### src/rtl/dmem_arbiter_if.sv
// Requester-side bundle for the shared data memory.
// master: requester (req/we/addr/wdata out); slave: arbiter.
interface dmem_arbiter_if #(
  parameter int AW = 5,
  parameter int DW = 32
);
  logic          req;
  logic          we;
  logic [AW-1:0] addr;
  logic [DW-1:0] wdata;
  logic          ack;
  logic [DW-1:0] rdata;

  modport master (
    output req, we, addr, wdata,
    input  ack, rdata
  );

  modport slave (
    input  req, we, addr, wdata,
    output ack, rdata
  );
endinterface

### src/rtl/dmem_arbiter.sv
// Two-requester arbiter for a single-port async-read data memory.
// Ports: clk, rst_n, m0/m1 requester bundles, mem_a/mem_d/mem_we/mem_spo.
module dmem_arbiter #(
  parameter int AW        = 5,
  parameter int DW        = 32,
  parameter int FIXED_PRI = 0
) (
  input  logic          clk,
  input  logic          rst_n,
  dmem_arbiter_if.slave m0,
  dmem_arbiter_if.slave m1,
  output logic [AW-1:0] mem_a,
  output logic [DW-1:0] mem_d,
  output logic          mem_we,
  input  logic [DW-1:0] mem_spo
);

  localparam logic RR = (FIXED_PRI == 0);

  typedef enum logic [1:0] {
    IDLE,
    SERVE0,
    SERVE1
  } state_e;

  state_e        state_q, state_d;
  // 1 = m1 was served most recently
  logic          rr_last_q, rr_last_d;
  logic          m0_ack_q, m0_ack_d;
  logic          m1_ack_q, m1_ack_d;
  logic [DW-1:0] m0_rdata_q, m0_rdata_d;
  logic [DW-1:0] m1_rdata_q, m1_rdata_d;
  logic          elig0, elig1, pick1;

  always_comb begin
    state_d    = state_q;
    rr_last_d  = rr_last_q;
    m0_ack_d   = 1'b0;
    m1_ack_d   = 1'b0;
    m0_rdata_d = m0_rdata_q;
    m1_rdata_d = m1_rdata_q;
    mem_a      = '0;
    mem_d      = '0;
    mem_we     = 1'b0;
    // A req seen alongside its own ack is the old one.
    elig0 = m0.req & ~m0_ack_q;
    elig1 = m1.req & ~m1_ack_q;
    pick1 = elig1 & (~elig0 | (RR & ~rr_last_q));
    unique case (state_q)
      IDLE: begin
        if (elig0 | elig1) begin
          state_d = pick1 ? SERVE1 : SERVE0;
        end
      end
      SERVE0: begin
        mem_a     = m0.addr;
        mem_d     = m0.wdata;
        mem_we    = m0.we;
        m0_ack_d  = 1'b1;
        rr_last_d = 1'b0;
        state_d   = IDLE;
        if (!m0.we) begin
          m0_rdata_d = mem_spo;
        end
      end
      SERVE1: begin
        mem_a     = m1.addr;
        mem_d     = m1.wdata;
        mem_we    = m1.we;
        m1_ack_d  = 1'b1;
        rr_last_d = 1'b1;
        state_d   = IDLE;
        if (!m1.we) begin
          m1_rdata_d = mem_spo;
        end
      end
      default: begin
        state_d = IDLE;
      end
    endcase
  end

  // Async reset returns to IDLE, which drops mem_we at once.
  always_ff @(posedge clk or negedge rst_n) begin
    if (!rst_n) begin
      state_q    <= IDLE;
      rr_last_q  <= 1'b1;
      m0_ack_q   <= 1'b0;
      m1_ack_q   <= 1'b0;
      m0_rdata_q <= '0;
      m1_rdata_q <= '0;
    end else begin
      state_q    <= state_d;
      rr_last_q  <= rr_last_d;
      m0_ack_q   <= m0_ack_d;
      m1_ack_q   <= m1_ack_d;
      m0_rdata_q <= m0_rdata_d;
      m1_rdata_q <= m1_rdata_d;
    end
  end

  assign m0.ack   = m0_ack_q;
  assign m1.ack   = m1_ack_q;
  assign m0.rdata = m0_rdata_q;
  assign m1.rdata = m1_rdata_q;

endmodule

### src/flat_wrapper.sv
// flat-port wrapper written by rule: the top's interface ports become plain ports
module dmem_arbiter_flat 
#(
  parameter int AW        = 5,
  parameter int DW        = 32,
  parameter int FIXED_PRI = 0
)
  (clk, rst_n, mem_a, mem_d, mem_we, mem_spo, m0_req, m0_we, m0_addr, m0_wdata, m0_ack, m0_rdata, m1_req, m1_we, m1_addr, m1_wdata, m1_ack, m1_rdata);
  dmem_arbiter_if #(.AW(AW), .DW(DW)) m0_i ();
  dmem_arbiter_if #(.AW(AW), .DW(DW)) m1_i ();
  input  logic clk;
  input  logic rst_n;
  output logic [AW-1:0] mem_a;
  output logic [DW-1:0] mem_d;
  output logic mem_we;
  input  logic [DW-1:0] mem_spo;
  input wire logic [$bits(m0_i.req)-1:0] m0_req;
  input wire logic [$bits(m0_i.we)-1:0] m0_we;
  input wire logic [$bits(m0_i.addr)-1:0] m0_addr;
  input wire logic [$bits(m0_i.wdata)-1:0] m0_wdata;
  output wire logic [$bits(m0_i.ack)-1:0] m0_ack;
  output wire logic [$bits(m0_i.rdata)-1:0] m0_rdata;
  input wire logic [$bits(m1_i.req)-1:0] m1_req;
  input wire logic [$bits(m1_i.we)-1:0] m1_we;
  input wire logic [$bits(m1_i.addr)-1:0] m1_addr;
  input wire logic [$bits(m1_i.wdata)-1:0] m1_wdata;
  output wire logic [$bits(m1_i.ack)-1:0] m1_ack;
  output wire logic [$bits(m1_i.rdata)-1:0] m1_rdata;
  assign m0_i.req = m0_req;
  assign m0_i.we = m0_we;
  assign m0_i.addr = m0_addr;
  assign m0_i.wdata = m0_wdata;
  assign m0_ack = m0_i.ack;
  assign m0_rdata = m0_i.rdata;
  assign m1_i.req = m1_req;
  assign m1_i.we = m1_we;
  assign m1_i.addr = m1_addr;
  assign m1_i.wdata = m1_wdata;
  assign m1_ack = m1_i.ack;
  assign m1_rdata = m1_i.rdata;
  dmem_arbiter #(.AW(AW), .DW(DW), .FIXED_PRI(FIXED_PRI)) u_core (.clk(clk), .rst_n(rst_n), .m0(m0_i), .m1(m1_i), .mem_a(mem_a), .mem_d(mem_d), .mem_we(mem_we), .mem_spo(mem_spo));
endmodule
### config.mk
export PLATFORM = sky130hd
export DESIGN_NAME = dmem_arbiter_flat
export DESIGN_NICKNAME = d
export VERILOG_FILES = /design/src/rtl/dmem_arbiter_if.sv /design/src/rtl/dmem_arbiter.sv /design/src/flat_wrapper.sv
export SDC_FILE = /design/constraint.sdc
export NUM_CORES = 1
export LEC_CHECK = 0
export BUFFER_PORTS_ARGS = -buffer_cell sky130_fd_sc_hd__buf_4
export CORE_MARGIN = 2
export CORE_UTILIZATION = 40
export DETAILED_ROUTE_END_ITERATION = 10
export PLACE_DENSITY = 0.81
export SLEW_MARGIN = 25
export SYNTH_ARGS = -nofsm -noshare
export SYNTH_HDL_FRONTEND = slang
export SYNTH_SLANG_ARGS = --single-unit
### constraint.sdc
create_clock -name clk -period 3.3 [get_ports clk]
set_clock_uncertainty 0.05 [all_clocks]
set_input_delay 0.66 -clock clk [delete_from_list [all_inputs] [get_ports clk]]
set_output_delay 0.66 -clock clk [all_outputs]
set_load 0.005 [all_outputs]
==> results by group, run 1 <==
GRT
  – Largest net degree at the start of global routing: 70
  – Total Routing Usage GR: 0.1877
  – Global route overflow: 0
  – Antenna violations before repair: 0
  – Vias in the first global route: about 2600
  – First-pass GRT wire length: approximately 13000 um

Synth
  – Synth unique cells: 22
  – Post-Synthesis Cell Area: 3381 um2
  – Synth Net Count: between 300 and 400
  – Syn Area/Cell: 16.33 um2
  – #FFs+latches synth: 69
  – YS warnings: 0
  – Seq/Total Area, Yosys: 0.5111
  – Cells after synthesis: 207

Floorplan
  – Die X: approximately 96 um
  – Core area: just over 8000 um2
  – Die Y: 95.94 um
  – Initial core utilization: 0.4115
  – Number of I/O pins: approximately 220
  – Die area: between 9000 and 10000 um2
  – Row cnt: 33

Finish
  – Area Growth Syn to Fin: 52.63%
  – Fill count: 642
  – Nets: ~530
  – Final core occ: 0.6280
  – Antenna diode instance count: 0
  – Finished Cell Area: slightly above 5000 um2
  – Most frequent cells in the layout: buf_4 (215), dfrtp_1 (68), mux2_4 (60)
  – Most common cell after layout, fill and taps aside: buf_4
  – Layout cells sized above 1: 0.7116

Detailed routing
  – Vias/cell: a little under 5
  – Initial DRC count: between 60 and 70
  – Vias: between 2000 and 3000
  – DRC viols: 0
  – Routed Antenna Nets: 0
  – Drt wl/cell: 17.33 um
  – Drt first pass iters: 4
  – Detailed Route WL: 9149 um

Clock tree
  – CTS buffer count: 9
  – H-Tree Depth: 3
  – Setup Buffers After CTS: 0
  – CTS clk-pin slew, worst paths: around 0.080 ns
  – Root Driver: clkbuf_8
  – Clock Tree Buf Depth: 2
  – Clk Latency, worst-skew pair: roughly 0.33 ns
  – Post-CTS Resized: 0
  – Hold bufs inserted after CTS: 0
  – Clock sinks: 69
  – TritonCTS clock tree: done

Status
  – Status: complete, no violations

Worst setup path
  – Critical Path AT: between 2 and 2.5 ns
  – CP Class: register to output pin
  – CP endpoint kind: output pin
  – CP max FO: 37
  – Critical Path Start Type: register
  – Worst path required time: 2.59 ns

Power
  – PwrDens: 892.6 nW/um2
  – P_leak: roughly 2.7 nW
  – Worst VDD drop: about 0.45 mV

Place
  – Port Buffers: 215
  – RD Place Congestion: ~0.76
  – DPL Wire Length: approximately 6800 um
  – Setup WS pre-CTS: 0.8351 ns
  – Area after DPL: between 4000 and 5000 um2

Job
  – Max_cap viols: 0

STA
  – Final worst-path setup slack: around 0.46 ns
  – Minimum clock period: approximately 2.8 ns
  – Final TNS setup: 0 ns
  – Fmax achieved: 0.3519 GHz
  – Final setup vio count: 0
  – Tightest Pin Transition: about 0.85 ns
  – Fin crit share: 0.8612
  – Final Hold Viols: 0
  – RSZ-0062 raised after global routing: no
  – Worst slew margin: 0.4364
  – Slew Limit Fails: 0

Worst hold path
  – Hold Crit Class: input port to async pin
[final timing paths]
| path | slack (ns) | endpoint | cells past startpoint | startpoint |
|---|---|---|---|---|
| setup / recovery | 0.46 | mem_d[11] | 5 | u_core.state_q[0] |
| hold / removal | 0.37 | u_core.m1.rdata[15] | 1 | rst_n |
| setup reg to reg | 1.42 | u_core.m0.rdata[0] | 5 | u_core.state_q[1] |
| hold reg to reg | 0.46 | u_core.m0.rdata[31] | 1 | u_core.m0.rdata[31] |
| max in group asynchronous | 2.27 | u_core.state_q[0] | 1 | rst_n |
| min in group clk | 0.46 | u_core.m0.rdata[31] | 1 | u_core.m0.rdata[31] |
[layer usage]
layer	track usage	part of all wire	wire [um]
met5	0	0	0
met4	0.04643	0.0074	68
met3	0.07361	0.079	721
met2	0.2925	0.50	4570
met1	0.2465	0.41	3789
[cell usage after synthesis, drive strengths merged]
master,instances,share of area
a22o,37,0.096
o22ai,1,0.0019
mux2,65,0.28
a21boi,1,0.0022
nand2b,1,0.0041
dfrtp,68,0.50
nand2,1,0.0011
o21ai,1,0.0015
nand3b,1,0.0022
inv,3,0.0033
ha,4,0.015
and2,2,0.0037
buf,16,0.063
nor2b,3,0.0078
dfstp,1,0.0078
nand4b,1,0.0026
a22oi,1,0.0022
[metrics by stage]
| step | power, mW | std cells | hold WS [ns] |
|---|---|---|---|
| 2_1_floorplan | 2.796 | 207 | 0.3144 |
| 3_3_place_gp | 3.816 | 512 | 0.4420 |
| 3_5_place_dp | 3.865 | 512 | 0.4424 |
| 4_1_cts | 4.653 | 528 | 0.3901 |
| 5_1_grt | 4.899 | 528 | 0.4307 |
| 6_report | 4.606 | 528 | 0.3736 |
[flip-flops by register name, summed over array words and instances, names as in the netlist]
signal,count
u_core.m0.ack,1
u_core.m1.ack,1
u_core.m0.rdata,32
u_core.rr_last_q,1
u_core.state_q,2
u_core.m1.rdata,32
[cell families after synthesis]
group | count (synthesis) | synth area share
muxes | 65 | 0.2831
AOI/OAI and AO/OA | 41 | 0.1036
buffers and inverters | 19 | 0.06588
and+or+nand+nor | 9 | 0.02146
DFF | 69 | 0.5111
adders and majority gates | 4 | 0.01480
[worst max-delay path: stages (launching register included)]
cell	delay, ns
dfrtp_1	0.38
inv_1	0.09
ha_1	0.33
and2_2	0.60
a22o_1	0.28
buf_4	0.12
[where the power goes]
part	internal [mW]	switching (mW)
Sequential	1.28	0.269
Combinational	1.55	0.748
Clock	0.448	0.311
[final cells by class]
class                           instances  area (um2)  share of cell area
Clock buffer                           11       141.4             0.02740
Clock inverter                          5       81.33             0.01576
Inverter                                3       11.26            0.002182
Multi-Input combinational cell        119        1433              0.2776
Sequential cell                        69        1728              0.3349
Tap cell                              105       131.4             0.02546
Timing Repair Buffer                  216        1634              0.3167
No activity file was read; power rests on OpenSTA's default activity.
==> inputs of run 2 (changes only) <==
CORE_MARGIN = 3   (was 2)
CORE_UTILIZATION = 46   (was 40)
PLACE_DENSITY = 0.91   (was 0.81)
==> run 2 against run 1 <==
Effect of this change: largest power group unchanged; count of clock-buffer cells in the layout fell by 1; highest routed layer unchanged; fmax shrank 1.5%; non-clock buffer count is the same; critical path type unchanged.
==> results by group, run 2 (synthesis gave the netlist of run 1 again) <==
Detailed routing
  – Vias: 2540
  – Initial DRC count: between 80 and 90
  – Vias/cell: between 4 and 5
  – Drt first pass iters: 4
  – Detailed Route WL: slightly below 10000 um
  – Drt wl/cell: roughly 19 um
  – DRC viols: 0
  – Routed Antenna Nets: 0

Finish
  – Register area: 1728 um2
  – Fill count: between 400 and 500
  – Most common cell after layout, fill and taps aside: buf_4
  – Area occupied by multi-input gates: 1433 um2
  – Finished Cell Area: between 5000 and 6000 um2
  – Antenna diode instance count: 0
  – Most frequent cells in the layout: buf_4 (216), dfrtp_1 (68), mux2_4 (60)
  – Area Growth Syn to Fin: 51.22%
  – Layout cells sized above 1: 0.7116
  – Nets: about 530
  – Filler-free cell count of the finished design: approximately 520

GRT
  – First-pass GRT wire length: 15100 um
  – Antenna violations before repair: 0
  – Vias in the first global route: around 2800
  – Total Routing Usage GR: 0.2253
  – Global route overflow: 0
  – Largest net degree at the start of global routing: 70

Clock tree
  – CTS buffer count: 9
  – Clock Tree Buf Depth: 2
  – Clock sinks: roughly 70
  – Clk Latency, worst-skew pair: approximately 0.33 ns
  – H-Tree Depth: 3
  – Post-CTS Resized: 0
  – CTS clk-pin slew, worst paths: 0.09 ns
  – Hold bufs inserted after CTS: 0
  – Root Driver: clkbuf_8
  – Setup Buffers After CTS: 0
  – TritonCTS clock tree: done

Worst setup path
  – Critical Path AT: around 2.2 ns
  – Critical Path Start Type: register
  – CP max FO: 37
  – CP Class: register to output pin
  – Worst path required time: 2.59 ns
  – R2R cell count: 5
  – CP endpoint kind: output pin

Place
  – RD Place Congestion: 0.8390
  – Port Buffers: ~220
  – Cell count after placement: 503
  – DPL Wire Length: about 7300 um
  – Area after DPL: roughly 4900 um2

Power
  – P_leak: roughly 2.7 nW
  – Worst VDD drop: ~0.54 mV
  – PwrDens: about 900 nW/um2

Floorplan
  – Die X: approximately 92 um
  – Initial core utilization: 0.4868
  – Row cnt: 30
  – Die area: roughly 8400 um2
  – Die Y: 91.73 um
  – Core area: about 6900 um2
  – Number of I/O pins: about 220

Status
  – Status: complete, no violations

STA
  – Final Hold Viols: 0
  – RSZ-0062 raised after global routing: no
  – Final TNS setup: 0 ns
  – Tightest Pin Transition: between 0.8 and 0.9 ns
  – Slew Limit Fails: 0
  – Minimum clock period: between 2 and 3 ns
  – Fmax achieved: around 0.35 GHz
  – Fin crit share: 0.8741
  – Final setup vio count: 0
  – Worst slew margin: 0.4361

Worst hold path
  – Hold Crit Class: input port to async pin

Job
  – Max_cap viols: 0
run 2: power by group:
group / leakage [nW] / switching [mW] / internal [mW] / total (mW)
clock: 0.0988 / 0.338 / 0.357 / 0.695
sequential: 0.822 / 0.272 / 1.28 / 1.55
combinational: 1.77 / 0.779 / 1.54 / 2.32
total: 2.70 / 1.39 / 3.18 / 4.57
run 2: final cells by class:
cell class,instances,share of cell area
inverter,3,0.002203
clock buffer,10,0.02496
tap,96,0.02349
clock inverter,6,0.01395
timing repair buffer,216,0.3172
multi-input combinational,119,0.2802
sequential,69,0.3380
run 2: path summary, 6_finish.rpt:
kind / startpoint / endpoint / slack, ns
hold / removal: rst_n / u_core.m1.rdata[18] / 0.37
setup reg to reg: u_core.state_q[1] / u_core.m0.rdata[0] / 1.27
setup / recovery: u_core.state_q[1] / mem_d[2] / 0.42
max in group asynchronous: rst_n / u_core.state_q[0] / 2.27
min in group clk: u_core.m0.rdata[19] / u_core.m0.rdata[19] / 0.47
hold reg to reg: u_core.m0.rdata[19] / u_core.m0.rdata[19] / 0.47
run 2: metal layers:
metal	GRT usage	routed length (um)
met1	0.2744	3830
met3	0.06071	641
met5	0	0
met4	0.04827	75
met2	0.3999	5141
run 2: worst max-delay path: stages (launching register included):
cell and delay, ns:
dfrtp_1 0.41, inv_1 0.09, ha_1 0.33, and2_2 0.61, a22o_1 0.28, buf_4 0.12
run 2: through the flow:
step | utilization | total power, mW | setup slack, ns | hold WS, ns
final | 0.7362 | 4.570 | 0.4154 | 0.3713
after floorplan | - | 2.796 | 1.205 | 0.3144
after global placement | 0.7072 | 3.804 | 0.5356 | 0.4430
after global routing | 0.7362 | 4.837 | 0.2920 | 0.4404
after detailed placement | 0.7076 | 3.894 | 0.8006 | 0.4433
after CTS | 0.7362 | 4.607 | 0.4209 | 0.3971
